$ cat config.mk
export PLATFORM = sky130hd
export DESIGN_NAME = lcd_text_buffer_flat
export DESIGN_NICKNAME = d
export VERILOG_FILES = /design/src/rtl/lcd_text_buffer_if.sv /design/src/rtl/lcd_text_buffer.sv /design/src/flat_wrapper.sv
export SDC_FILE = /design/constraint.sdc
export NUM_CORES = 1
export LEC_CHECK = 0
export BUFFER_PORTS_ARGS = -buffer_cell sky130_fd_sc_hd__buf_4
export CAP_MARGIN = 15
export CORE_MARGIN = 5
export CORE_UTILIZATION = 40
export DETAILED_ROUTE_END_ITERATION = 16
export PLACE_DENSITY_LB_ADDON = 0.12
export RECOVER_POWER = 50
export SLEW_MARGIN = 20
export SYNTH_ARGS = -nofsm -noshare
export SYNTH_HDL_FRONTEND = slang
export SYNTH_SLANG_ARGS = --single-unit
export TNS_END_PERCENT = 100
$ cat constraint.sdc
create_clock -name clk -period 4.6 [get_ports clk]
set_input_delay 0.92 -clock clk [delete_from_list [all_inputs] [get_ports clk]]
set_output_delay 0.92 -clock clk [all_outputs]
set_load 0.02 [all_outputs]
$ cat src/rtl/lcd_text_buffer_if.sv
// Character-stream, read-port and status bundle between the text source,
// lcd_text_buffer and the LCD controller.
interface lcd_text_buffer_if;
  logic       in_valid;
  logic [7:0] in_char;
  logic       in_ready;
  logic [4:0] rd_addr;
  logic [7:0] rd_data;
  logic       frame_done;
  logic       dirty;
  logic [4:0] cursor;
  logic       busy;

  // Driver side: byte source plus the LCD controller's read/frame signals.
  modport master (
    output in_valid, in_char, rd_addr, frame_done,
    input  in_ready, rd_data, dirty, cursor, busy
  );

  // Buffer side.
  modport slave (
    input  in_valid, in_char, rd_addr, frame_done,
    output in_ready, rd_data, dirty, cursor, busy
  );
endinterface

$ cat src/rtl/lcd_text_buffer.sv
// 2x16 text image for the LCD controller. Bytes arrive over valid/ready,
// printable characters land at an auto-advancing cursor, a few control codes
// move the cursor or clear the screen. The controller reads cells through a
// registered read port and watches the dirty flag to know when to refresh.
module lcd_text_buffer #(
  parameter logic [7:0] CLEAR_CHAR = 8'h20
) (
  input  logic              clk,
  input  logic              rst,
  lcd_text_buffer_if.slave  bus
);

  typedef enum logic {
    ST_CLEAR = 1'b0,
    ST_IDLE  = 1'b1
  } state_t;

  localparam logic [7:0] CHAR_BS = 8'h08;
  localparam logic [7:0] CHAR_LF = 8'h0A;
  localparam logic [7:0] CHAR_FF = 8'h0C;
  localparam logic [7:0] CHAR_CR = 8'h0D;

  state_t     state_reg, state_next;
  logic [4:0] clr_cnt_reg, clr_cnt_next;
  logic [4:0] cursor_reg, cursor_next;
  logic       dirty_reg, dirty_next;
  logic [7:0] rd_data_reg;

  // Display image; cell index = {line, column}.
  logic [7:0] mem [32];

  logic       wr_en;
  logic [4:0] wr_addr;
  logic [7:0] wr_data;
  logic       set_dirty;
  logic       accept;
  logic       printable;

  assign accept    = bus.in_valid && (state_reg == ST_IDLE);
  assign printable = (bus.in_char >= 8'h20) && (bus.in_char <= 8'h7E);

  // Next-state, cursor movement and the single array write port.
  always_comb begin
    state_next   = state_reg;
    clr_cnt_next = clr_cnt_reg;
    cursor_next  = cursor_reg;
    set_dirty    = 1'b0;
    wr_en        = 1'b0;
    wr_addr      = cursor_reg;
    wr_data      = bus.in_char;
    case (state_reg)
      ST_CLEAR: begin
        wr_en        = 1'b1;
        wr_addr      = clr_cnt_reg;
        wr_data      = CLEAR_CHAR;
        clr_cnt_next = clr_cnt_reg + 5'd1;
        if (clr_cnt_reg == 5'd31) begin
          state_next = ST_IDLE;
          set_dirty  = 1'b1;
        end
      end
      ST_IDLE: begin
        if (accept) begin
          if (printable) begin
            wr_en       = 1'b1;
            cursor_next = cursor_reg + 5'd1;
            set_dirty   = 1'b1;
          end else begin
            case (bus.in_char)
              CHAR_CR: cursor_next = {cursor_reg[4], 4'h0};
              CHAR_LF: cursor_next = {~cursor_reg[4], cursor_reg[3:0]};
              CHAR_BS: begin
                // Backspace at the home cell is swallowed silently.
                if (cursor_reg != 5'd0) begin
                  cursor_next = cursor_reg - 5'd1;
                  wr_en       = 1'b1;
                  wr_addr     = cursor_reg - 5'd1;
                  wr_data     = CLEAR_CHAR;
                  set_dirty   = 1'b1;
                end
              end
              CHAR_FF: begin
                cursor_next  = 5'd0;
                clr_cnt_next = 5'd0;
                state_next   = ST_CLEAR;
              end
              default: ;
            endcase
          end
        end
      end
      default: state_next = ST_CLEAR;
    endcase
  end

  // A change to the image outranks the controller's frame acknowledgement.
  always_comb begin
    dirty_next = dirty_reg;
    if (set_dirty)
      dirty_next = 1'b1;
    else if (bus.frame_done)
      dirty_next = 1'b0;
  end

  // Control state; reset restarts the clear sequence from cell 0.
  always_ff @(posedge clk or negedge rst) begin
    if (!rst) begin
      state_reg   <= ST_CLEAR;
      clr_cnt_reg <= 5'd0;
      cursor_reg  <= 5'd0;
      dirty_reg   <= 1'b0;
    end else begin
      state_reg   <= state_next;
      clr_cnt_reg <= clr_cnt_next;
      cursor_reg  <= cursor_next;
      dirty_reg   <= dirty_next;
    end
  end

  // Array write port; contents are not reset, the clear sequence rewrites them.
  always_ff @(posedge clk) begin
    if (wr_en)
      mem[wr_addr] <= wr_data;
  end

  // Registered read port; a same-cycle write to the same cell is not seen yet.
  always_ff @(posedge clk or negedge rst) begin
    if (!rst)
      rd_data_reg <= 8'h00;
    else
      rd_data_reg <= mem[bus.rd_addr];
  end

  assign bus.in_ready = (state_reg == ST_IDLE);
  assign bus.busy     = (state_reg == ST_CLEAR);
  assign bus.cursor   = cursor_reg;
  assign bus.dirty    = dirty_reg;
  assign bus.rd_data  = rd_data_reg;

endmodule

$ cat src/flat_wrapper.sv
// flat-port wrapper written by rule: the top's interface ports become plain ports
module lcd_text_buffer_flat 
#(
  parameter logic [7:0] CLEAR_CHAR = 8'h20
)
  (clk, rst, bus_in_valid, bus_in_char, bus_rd_addr, bus_frame_done, bus_in_ready, bus_rd_data, bus_dirty, bus_cursor, bus_busy);
  lcd_text_buffer_if bus_i ();
  input  logic clk;
  input  logic rst;
  input wire logic [$bits(bus_i.in_valid)-1:0] bus_in_valid;
  input wire logic [$bits(bus_i.in_char)-1:0] bus_in_char;
  input wire logic [$bits(bus_i.rd_addr)-1:0] bus_rd_addr;
  input wire logic [$bits(bus_i.frame_done)-1:0] bus_frame_done;
  output wire logic [$bits(bus_i.in_ready)-1:0] bus_in_ready;
  output wire logic [$bits(bus_i.rd_data)-1:0] bus_rd_data;
  output wire logic [$bits(bus_i.dirty)-1:0] bus_dirty;
  output wire logic [$bits(bus_i.cursor)-1:0] bus_cursor;
  output wire logic [$bits(bus_i.busy)-1:0] bus_busy;
  assign bus_i.in_valid = bus_in_valid;
  assign bus_i.in_char = bus_in_char;
  assign bus_i.rd_addr = bus_rd_addr;
  assign bus_i.frame_done = bus_frame_done;
  assign bus_in_ready = bus_i.in_ready;
  assign bus_rd_data = bus_i.rd_data;
  assign bus_dirty = bus_i.dirty;
  assign bus_cursor = bus_i.cursor;
  assign bus_busy = bus_i.busy;
  lcd_text_buffer #(.CLEAR_CHAR(CLEAR_CHAR)) u_core (.clk(clk), .rst(rst), .bus(bus_i));
endmodule
==> flow_summary_export.csv, run 1 <==
group,metric,value,unit
synth,ys_top_cells_by_area,"edfxtp_1 (68%), mux4_2 (11%), dfrtp_1 (4.4%)",
worst_setup_path,worst-path-max-fanout,32,
cts,ctsResizeCount,0,
synth,synth.top_cell.area_share,67.5,%
worst_setup_path,cp-end-kind,"flip-flop",
status,violations,"max-capacitance violations, max-slew violations",
placement,pre_cts_ws,0.845,ns
synth,synthTopCellsByCount,"edfxtp_1 (256), mux4_2 (56), o21ai_0 (31)",
cts,clock_sinks,276,
cts,htree_levels,1,
pwr,p_sw,1.30,mW
floorplan,die_w,179,µm
sta,setup_viol,0,
synth,synth.yosys.warnings,0,
synth,synth_area,0.0114,mm²
floorplan,die_area,0.0319,mm²
pwr,leakagePower,4.23,nW
status,status,"complete, but fails checks",
pwr,seq_power_share,51.8,%
cts,cts_hold_buf,0,
cells_and_area,fin_nets,725,
global_routing,grt.total_usage,16.2,%
sta,final_max_slew_viol_count,225,
route,wl,25.3,mm
worst_setup_path,crit_required,4.70,ns
sta,fin_skew,0.0102,ns
synth,synth_seq_cells,276,
global_routing,antenna_found_initial,0,
route,via_count,6106,
route,antenna_left,0,
pwr,clkPwrFrac,38.6,%
floorplan,boundaryPins,33,
synth,avgSynthCellArea,18.0,µm²
pwr,p_sw_share,23.2,%
cts,path_clk_slew,0.06,ns
flow_run,cap_violations,7,
sta,tns,0,ns
global_routing,grt_pass1_wl,39.0,mm
cells_and_area,largest_reg_flops,256,
route,drt_iter0_drc,448,
floorplan,rows,61,
pwr,ir_drop,0.000253,V
cells_and_area,area_growth,14.7,%
global_routing,grt_overflow,0,
sta,final-hold-violation-count,0,
cells_and_area,antenna_cells,0,
global_routing,grt_pass1_vias,6297,
sta,relSlewSlack,-21.4,%
placement,gp_congestion,0.874,
floorplan,core,0.0279,mm²
route,first_pass_iters,5,
cts,numCtsBuffers,29,
cells_and_area,fill_cells,2423,
cts,cts_setup_buffers,0,
synth,seq_area_frac_synth,71.9,%
floorplan,die_h,179,µm
sta,hold_ws,0.529,ns
cts,clk_path_buf_depth,3,
synth,syn_nets,653,
placement,place_hpwl,15.6,mm
pwr,p_per_area,428,mW/mm²
synth,async_reset_ff_share,7.25,%
pwr,p_comb_share,9.6,%
synth,ys.flop_type,"edfxtp_1",
cts,root_buffer,"clkbuf_16",
cts,cts_tree,"built",
cts,clk_latency,0.53,ns
placement,port_buffers,32,
route,drc,0,
synth,ys_types,54,
worst_setup_path,critPathKind,"reg2reg",
synth,synth_edf_count,256,
hold_path,hold_class,"reg2reg",
worst_setup_path,cp.arrival,3.90,ns
cells_and_area,stdcell_area,0.0131,mm²
route,routedWlPerCell,23.0,µm
cells_and_area,drive_gt1_share,25.2,%
placement,dpl_cell_area,0.0123,mm²
synth,synth.most_common_cell,"edfxtp_1",
sta,tightest_slew,1.82,ns
sta,min_period,3.80,ns
worst_setup_path,start_kind,"flip-flop",
synth,yosysTopAreaCell,"edfxtp_1",
synth,syn-instance-count,632,
sta,fin_crit_sh,82.5,%
pwr,p_int,4.29,mW
sta,fmax,0.263,GHz
sta,finalWorstSetupSlack,0.803,ns
sta,rsz0062_at_grt,"false",
floorplan,start_util,40.8,%
route,via_per_inst,5.54,
global_routing,grt_start_max_net_pins,60,
-- cell usage in the layout, fill, tap and decap left out, types with 20 or more instances in the layout --
| cell | netlist | final |
|---|---|---|
| clkbuf_16 | 0 | 29 |
| mux4_2 | 56 | 56 |
| o21ai_0 | 31 | 32 |
| clkbuf_1 | 16 | 34 |
| a21oi_1 | 29 | 29 |
| dfrtp_1 | 20 | 20 |
| nand2_1 | 29 | 29 |
| edfxtp_1 | 256 | 256 |
| buf_4 | 0 | 46 |
-- stage by stage --
step           total power [mW]  instances  util, %
6_report                   5.59       1103     46.8
5_1_grt                    5.80       1103     46.8
4_1_cts                    5.65       1103     47.1
3_5_place_dp               3.50       1051     44.0
3_3_place_gp               3.49       1051     44.0
2_1_floorplan              3.29        632        -
-- layout make-up --
| class | instances | area [µm²] | area share (%) |
|---|---|---|---|
| well taps | 378 | 473 | 3.62 |
| clock inverters | 14 | 115 | 0.881 |
| clock buffers | 38 | 759 | 5.82 |
| repair buffers | 73 | 464 | 3.55 |
| inverters | 9 | 33.8 | 0.259 |
| flip-flops and latches | 276 | 8190 | 62.7 |
| multi-input cells | 315 | 3030 | 23.2 |
-- critical path, cell delays in order (launching register included) --
cell and delay (ns):
dfrtp_1 0.46, inv_1 0.19, ha_1 0.32, or4b_1 0.53, nand3_1 0.29, nor2_1 0.09
nor2_1 0.19, and2_0 0.16, clkbuf_1 1.13
-- path summary, 6_finish.rpt --
kind,startpoint,to,slack [ns],cells after the start
setup / recovery,u_core.bus.cursor[0],u_core.mem[28][7],0.80,8
hold / removal,u_core.bus.dirty,u_core.bus.dirty,0.53,2
setup reg to reg,u_core.bus.cursor[0],u_core.mem[28][7],0.80,8
hold reg to reg,u_core.bus.dirty,u_core.bus.dirty,0.53,2
max in group asynchronous,rst,u_core.bus.rd_data[5],3.03,1
min in group asynchronous,rst,u_core.bus.cursor[4],0.72,1
-- power by group through the flow --
| stage | logic [mW] | registers, mW | clock network [mW] |
|---|---|---|---|
| 2_1_floorplan | 0.350 | 2.94 | 0 |
| 3_3_place_gp | 0.550 | 2.94 | 0 |
| 3_5_place_dp | 0.559 | 2.94 | 0 |
| 4_1_cts | 0.561 | 2.89 | 2.20 |
| 5_1_grt | 0.585 | 2.90 | 2.31 |
| 6_report | 0.536 | 2.89 | 2.16 |
-- per-layer routing --
layer / global-route usage (%) / up-vias / part of all wire, %
li1: - / 2727 / -
met5: 0 / - / 0
met1: 23.8 / 3179 / 45
met3: 2.34 / 40 / 4.7
met4: 3.65 / 0 / 2.2
met2: 26.0 / 160 / 48
-- logic make-up (layout without fill, tap and decap cells) --
| group | Yosys count | after routing | synth area share, % |
|---|---|---|---|
| AO/OA/AOI/OAI | 94 | 94 | 4.99 |
| XOR/XNOR | 2 | 2 | 0.154 |
| adder cells (fa/ha/maj) | 4 | 4 | 0.440 |
| buffers and inverters | 41 | 134 | 1.57 |
| flip-flops | 276 | 276 | 71.9 |
| multiplexers | 92 | 92 | 14.4 |
| AND/OR/NAND/NOR | 123 | 123 | 6.51 |
(Power assumes the default switching activity.)
==> inputs of run 2 (changes only) <==
ABC_AREA = 1   (was not set)
clock period = 3.5 ns   (was 4.6 ns; I/O delays follow)
==> flow_summary_export.csv, run 2 <==
group,metric,value,unit
cts,clk_latency,0.54,ns
synth,synth.most_common_cell,"nand2_1",
sta,relSlewSlack,-20.8,%
worst_setup_path,slowest_delay,0.63,ns
floorplan,boundaryPins,33,
floorplan,start_util,40.3,%
sta,tns,0,ns
cts,ctsResizeCount,0,
worst_setup_path,slowest_stage,"nor2_1",
synth,avgSynthCellArea,11.0,µm²
cells_and_area,layout_commonest_cell,"nand2_1",
synth,synthTopCellsByCount,"nand2_1 (321), edfxtp_1 (256), nor2_1 (110)",
cells_and_area,final_util,45.9,%
floorplan,die_h,183,µm
cells_and_area,fill_cells,2767,
cells_and_area,regArea,0.00819,mm²
global_routing,antenna_found_initial,0,
status,status,"complete, but fails checks",
worst_setup_path,cp.arrival,3.26,ns
synth,seq_area_frac_synth,68.7,%
synth,synth_area,0.0119,mm²
cts,clock_sinks,276,
route,routedWlPerCell,19.5,µm
pwr,p_int,5.77,mW
synth,ys.flop_type,"edfxtp_1",
hold_path,hold_class,"in2reg",
worst_setup_path,critPathKind,"reg2reg",
cts,clk_path_buf_depth,3,
route,via_count,7842,
sta,final_max_slew_viol_count,132,
pwr,clkPwrFrac,40.1,%
global_routing,grt_pass1_vias,7863,
pwr,p_comb_share,10.5,%
cells_and_area,layout_common_cells,"nand2_1 (321), edfxtp_1 (256), nor2_1 (110)",
worst_setup_path,start_kind,"flip-flop",
pwr,p_per_area,565,mW/mm²
placement,pre_cts_ws,0.570,ns
cts,path_clk_slew,0.06,ns
cts,numCtsBuffers,30,
worst_setup_path,cp-end-kind,"flip-flop",
cts,cts_setup_buffers,0,
synth,syn-instance-count,1080,
pwr,p_sw_share,24.7,%
sta,fmax,0.324,GHz
cells_and_area,fin_nets,1150,
cells_and_area,multiInputGateArea,0.00332,mm²
placement,port_buffers,32,
sta,fin_crit_sh,88.3,%
worst_setup_path,worst-path-max-fanout,13,
cells_and_area,area_growth,13.9,%
synth,synth_edf_count,256,
cells_and_area,largest_reg_flops,256,
pwr,leakagePower,5.06,nW
status,violations,"max-capacitance violations, max-slew violations",
synth,synth_seq_cells,276,
synth,syn_nets,1101,
floorplan,rows,63,
worst_setup_path,cp_top_family,"simple AND/OR/NAND/NOR gates",
route,drc,0,
floorplan,die_w,183,µm
sta,setup_viol,0,
route,via_per_inst,5.08,
cts,htree_levels,1,
route,first_pass_iters,5,
sta,finalWorstSetupSlack,0.409,ns
synth,yosysTopAreaCell,"edfxtp_1",
placement,place_hpwl,18.8,mm
synth,ys_types,34,
cts,cts_tree,"built",
cts,root_buffer,"clkbuf_16",
global_routing,grt_pass1_wl,46.4,mm
cts,cts_hold_buf,0,
placement,gp_congestion,0.883,
sta,tightest_slew,1.81,ns
pwr,seq_power_share,49.5,%
synth,synth.top_cell.area_share,64.5,%
floorplan,die_area,0.0333,mm²
flow_run,cap_violations,4,
floorplan,core,0.0296,mm²
worst_setup_path,crit_chain,"clkbuf_1 -> nand2_2 -> inv_2 -> o21ai_0 -> nand2_4 -> nand3_2 -> nor2_1",
sta,fin_skew,0.0122,ns
worst_setup_path,critPathBufInv,2,
cells_and_area,drive_gt1_share,11.1,%
pwr,p_sw,1.90,mW
global_routing,grt.total_usage,17.9,%
synth,async_reset_ff_share,7.25,%
global_routing,grt_start_max_net_pins,129,
cells_and_area,antenna_cells,0,
synth,synth.yosys.warnings,0,
sta,rsz0062_at_grt,"false",
pwr,ir_drop,0.000394,V
route,antenna_left,0,
sta,min_period,3.09,ns
route,drt_iter0_drc,694,
sta,final-hold-violation-count,0,
route,wl,30.1,mm
pwr,p_total,7.67,mW
worst_setup_path,crit_required,3.67,ns
global_routing,grt_overflow,0,
synth,ys_top_cells_by_area,"edfxtp_1 (65%), nand2_1 (10%), dfrtp_1 (4.2%)",
## run 2: cell types whose count changed after synthesis, moves of 19 or more
| cell | change |
|---|---|
| nand2_1 | +292 |
| nor2_1 | +102 |
| inv_1 | +28 |
| nand3_1 | +73 |
| a21oi_1 | +38 |
| nor4_1 | -21 |
| mux2i_1 | -19 |
| mux4_2 | -56 |
| o31ai_1 | +31 |
## run 2: cell type report
type                    count  area share [%]
repair buffers             72            3.39
clock buffers              37            5.88
inverters                  41            1.14
multi-input cells         708            24.4
flip-flops and latches    276            60.3
clock inverters            19            1.22
well taps                 390            3.60
## run 2: per-stage QoR
step	std cells	hold slack [ns]	instance area, µm²
after CTS	1543	0.0413	13700
after detailed placement	1487	0.573	12700
final	1543	0.369	13600
after floorplan	1080	0.404	11900
after global placement	1487	0.556	12700
after global routing	1543	0.374	13600
## run 2: routing by layer
| metal | up-vias | global-route usage [%] | routed length [µm] |
|---|---|---|---|
| li1 | 3848 | - | - |
| met1 | 3802 | 26.0 | 13800 |
| met2 | 167 | 29.5 | 14400 |
| met3 | 25 | 2.27 | 1510 |
| met4 | 0 | 2.94 | 344 |
| met5 | - | 0 | 0 |
## run 2: cells by family (layout without fill, tap and decap cells)
group,count (synthesis),after routing,synth area share [%]
XOR/XNOR,5,5,0.367
AND/OR/NAND/NOR,546,546,19.7
flip-flops,276,276,68.7
AO/OA/AOI/OAI,153,153,7.42
buffers and inverters,96,169,3.38
adder cells (fa/ha/maj),4,4,0.420
## run 2: worst paths after layout
kind | from | endpoint | slack [ns] | cells past startpoint
max | u_core.bus.in_ready | u_core.mem[7][0] | 0.41 | 7
min | bus_frame_done | u_core.bus.dirty | 0.37 | 2
max reg2reg | u_core.bus.in_ready | u_core.mem[7][0] | 0.41 | 7
min reg2reg | u_core.bus.dirty | u_core.bus.dirty | 0.57 | 2
max in group asynchronous | rst | u_core.bus.rd_data[0] | 2.30 | 1
min in group asynchronous | rst | u_core.bus.rd_data[6] | 0.43 | 1
## run 2: power by group through the flow
stage	clock network, mW	logic, mW	registers [mW]
4_1_cts	3.13	0.847	3.79
3_3_place_gp	0	0.841	3.86
5_1_grt	3.27	0.901	3.80
3_5_place_dp	0	0.842	3.86
2_1_floorplan	0	0.514	3.86
6_report	3.07	0.804	3.79
==> inputs of run 3 (changes only) <==
CORE_MARGIN = 4   (was 5)
SKIP_LAST_GASP = 1   (was not set)
==> flow_summary_export.csv, run 3 (same netlist as run 2, synthesis figures left out) <==
group,metric,value,unit
placement,port_buffers,32,
cells_and_area,layout_common_cells,"nand2_1 (321), edfxtp_1 (256), nor2_1 (109)",
placement,pre_cts_ws,0.547,ns
cells_and_area,fill_cells,2693,
worst_setup_path,regToRegEndpoint,"u_core.mem[21][6]",
route,antenna_left,0,
sta,finalWorstSetupSlack,0.490,ns
sta,rsz0062_at_grt,"false",
sta,fin_skew,0.00993,ns
route,drt_iter0_drc,593,
floorplan,die_h,181,µm
route,first_pass_iters,5,
sta,final-hold-violation-count,0,
cells_and_area,drive_gt1_share,10.4,%
floorplan,start_util,41.1,%
global_routing,antenna_found_initial,0,
sta,setup_viol,0,
cells_and_area,largest_reg_flops,256,
cts,clock_sinks,276,
global_routing,grt_overflow,0,
cells_and_area,antenna_cells,0,
pwr,p_total,7.61,mW
status,status,"complete, but fails checks",
route,routedWlPerCell,19.8,µm
sta,final_max_slew_viol_count,66,
sta,min_period,3.01,ns
cts,numCtsBuffers,30,
hold_path,whs_endpoint,"u_core.bus.dirty",
placement,place_inst,1473,
sta,tns,0,ns
sta,relSlewSlack,-19.4,%
worst_setup_path,cp.arrival,3.10,ns
cts,cts_setup_buffers,0,
global_routing,grt_start_max_net_pins,129,
sta,tightest_slew,1.79,ns
worst_setup_path,worst-path-max-fanout,32,
cts,root_buffer,"clkbuf_16",
pwr,leakagePower,5.02,nW
cts,htree_levels,1,
cells_and_area,layout_commonest_cell,"nand2_1",
flow_run,cap_violations,2,
cts,path_clk_slew,0.06,ns
floorplan,die_area,0.0326,mm²
floorplan,rows,62,
floorplan,core,0.0290,mm²
worst_setup_path,r2r_slack,0.49,ns
route,drc,0,
cells_and_area,finalNonFillerCells,1527,
cells_and_area,area_growth,13.2,%
placement,gp_congestion,0.829,
worst_setup_path,start_kind,"flip-flop",
cts,cts_hold_buf,0,
global_routing,grt_pass1_wl,46.8,mm
cts,ctsResizeCount,0,
worst_setup_path,critPathKind,"reg2reg",
global_routing,grt.total_usage,18.2,%
cells_and_area,fin_nets,1142,
route,via_count,7911,
sta,fin_crit_sh,86.0,%
route,wl,30.2,mm
floorplan,boundaryPins,33,
global_routing,grt_pass1_vias,7881,
status,violations,"max-capacitance violations, max-slew violations",
pwr,ir_drop,0.000352,V
worst_setup_path,cp-end-kind,"flip-flop",
worst_setup_path,crit_required,3.59,ns
sta,fmax,0.332,GHz
worst_setup_path,rr_startpoint,"u_core.bus.in_ready",
hold_path,hold_start,"bus_frame_done",
cts,clk_path_buf_depth,3,
hold_path,hold_class,"in2reg",
placement,place_hpwl,18.1,mm
hold_path,min_path_cells,2,
pwr,p_per_area,564,mW/mm²
route,via_per_inst,5.18,
worst_setup_path,ff2ff_path_depth,4,
cts,cts_tree,"built",
cells_and_area,final_util,46.5,%
cts,clk_latency,0.55,ns
floorplan,die_w,181,µm
==> run 3: cell type report <==
class / count / area [µm²] / share of cell area [%]
Clock inverter: 17 / 159 / 1.18
Timing Repair Buffer: 64 / 413 / 3.06
Inverter: 41 / 154 / 1.14
Clock buffer: 37 / 777 / 5.76
Tap cell: 384 / 480 / 3.56
Multi-Input combinational cell: 708 / 3320 / 24.6
Sequential cell: 276 / 8190 / 60.7
==> run 3: how the worst max path moves through the flow <==
stage / from / endpoint / slack (ns) / cells past startpoint
floorplan: u_core.bus.cursor[0] / u_core.mem[13][0] / 1.08 / 11
global placement: bus_in_char[5] / u_core.mem[7][0] / 0.59 / 8
detailed placement: bus_in_char[0] / u_core.mem[7][0] / 0.55 / 8
CTS: u_core.bus.cursor[0] / u_core.mem[7][2] / 0.63 / 8
global route: u_core.bus.in_ready / u_core.mem[21][6] / 0.24 / 4
finish: u_core.bus.in_ready / u_core.mem[21][6] / 0.49 / 4
==> run 3: metal layers <==
layer	up-vias	routed length, µm	global-route usage (%)
met4	0	463	3.63
met2	162	14200	29.7
met5	-	0	0
met3	38	1290	2.56
li1	3828	-	-
met1	3883	14300	26.4
==> run 3: metrics by stage <==
step           hold slack (ns)  cell area, µm²
3_5_place_dp             0.570           12700
5_1_grt                  0.377           13500
6_report                 0.391           13500
2_1_floorplan            0.404           11900
3_3_place_gp             0.554           12700
4_1_cts                 0.0303           13600
==> run 3: power breakdown <==
part / internal [mW] / leakage (nW) / switching (mW) / total, mW
clock: 1.78 / 0.455 / 1.24 / 3.02
sequential: 3.73 / 2.55 / 0.0586 / 3.79
combinational: 0.207 / 2.02 / 0.592 / 0.799
==> run 3: worst max-delay path, stage by stage (launching register included) <==
cell,delay [ns]
dfrtp_1,0.45
clkbuf_1,0.61
nand2_1,0.11
inv_1,0.08
clkbuf_1,1.28
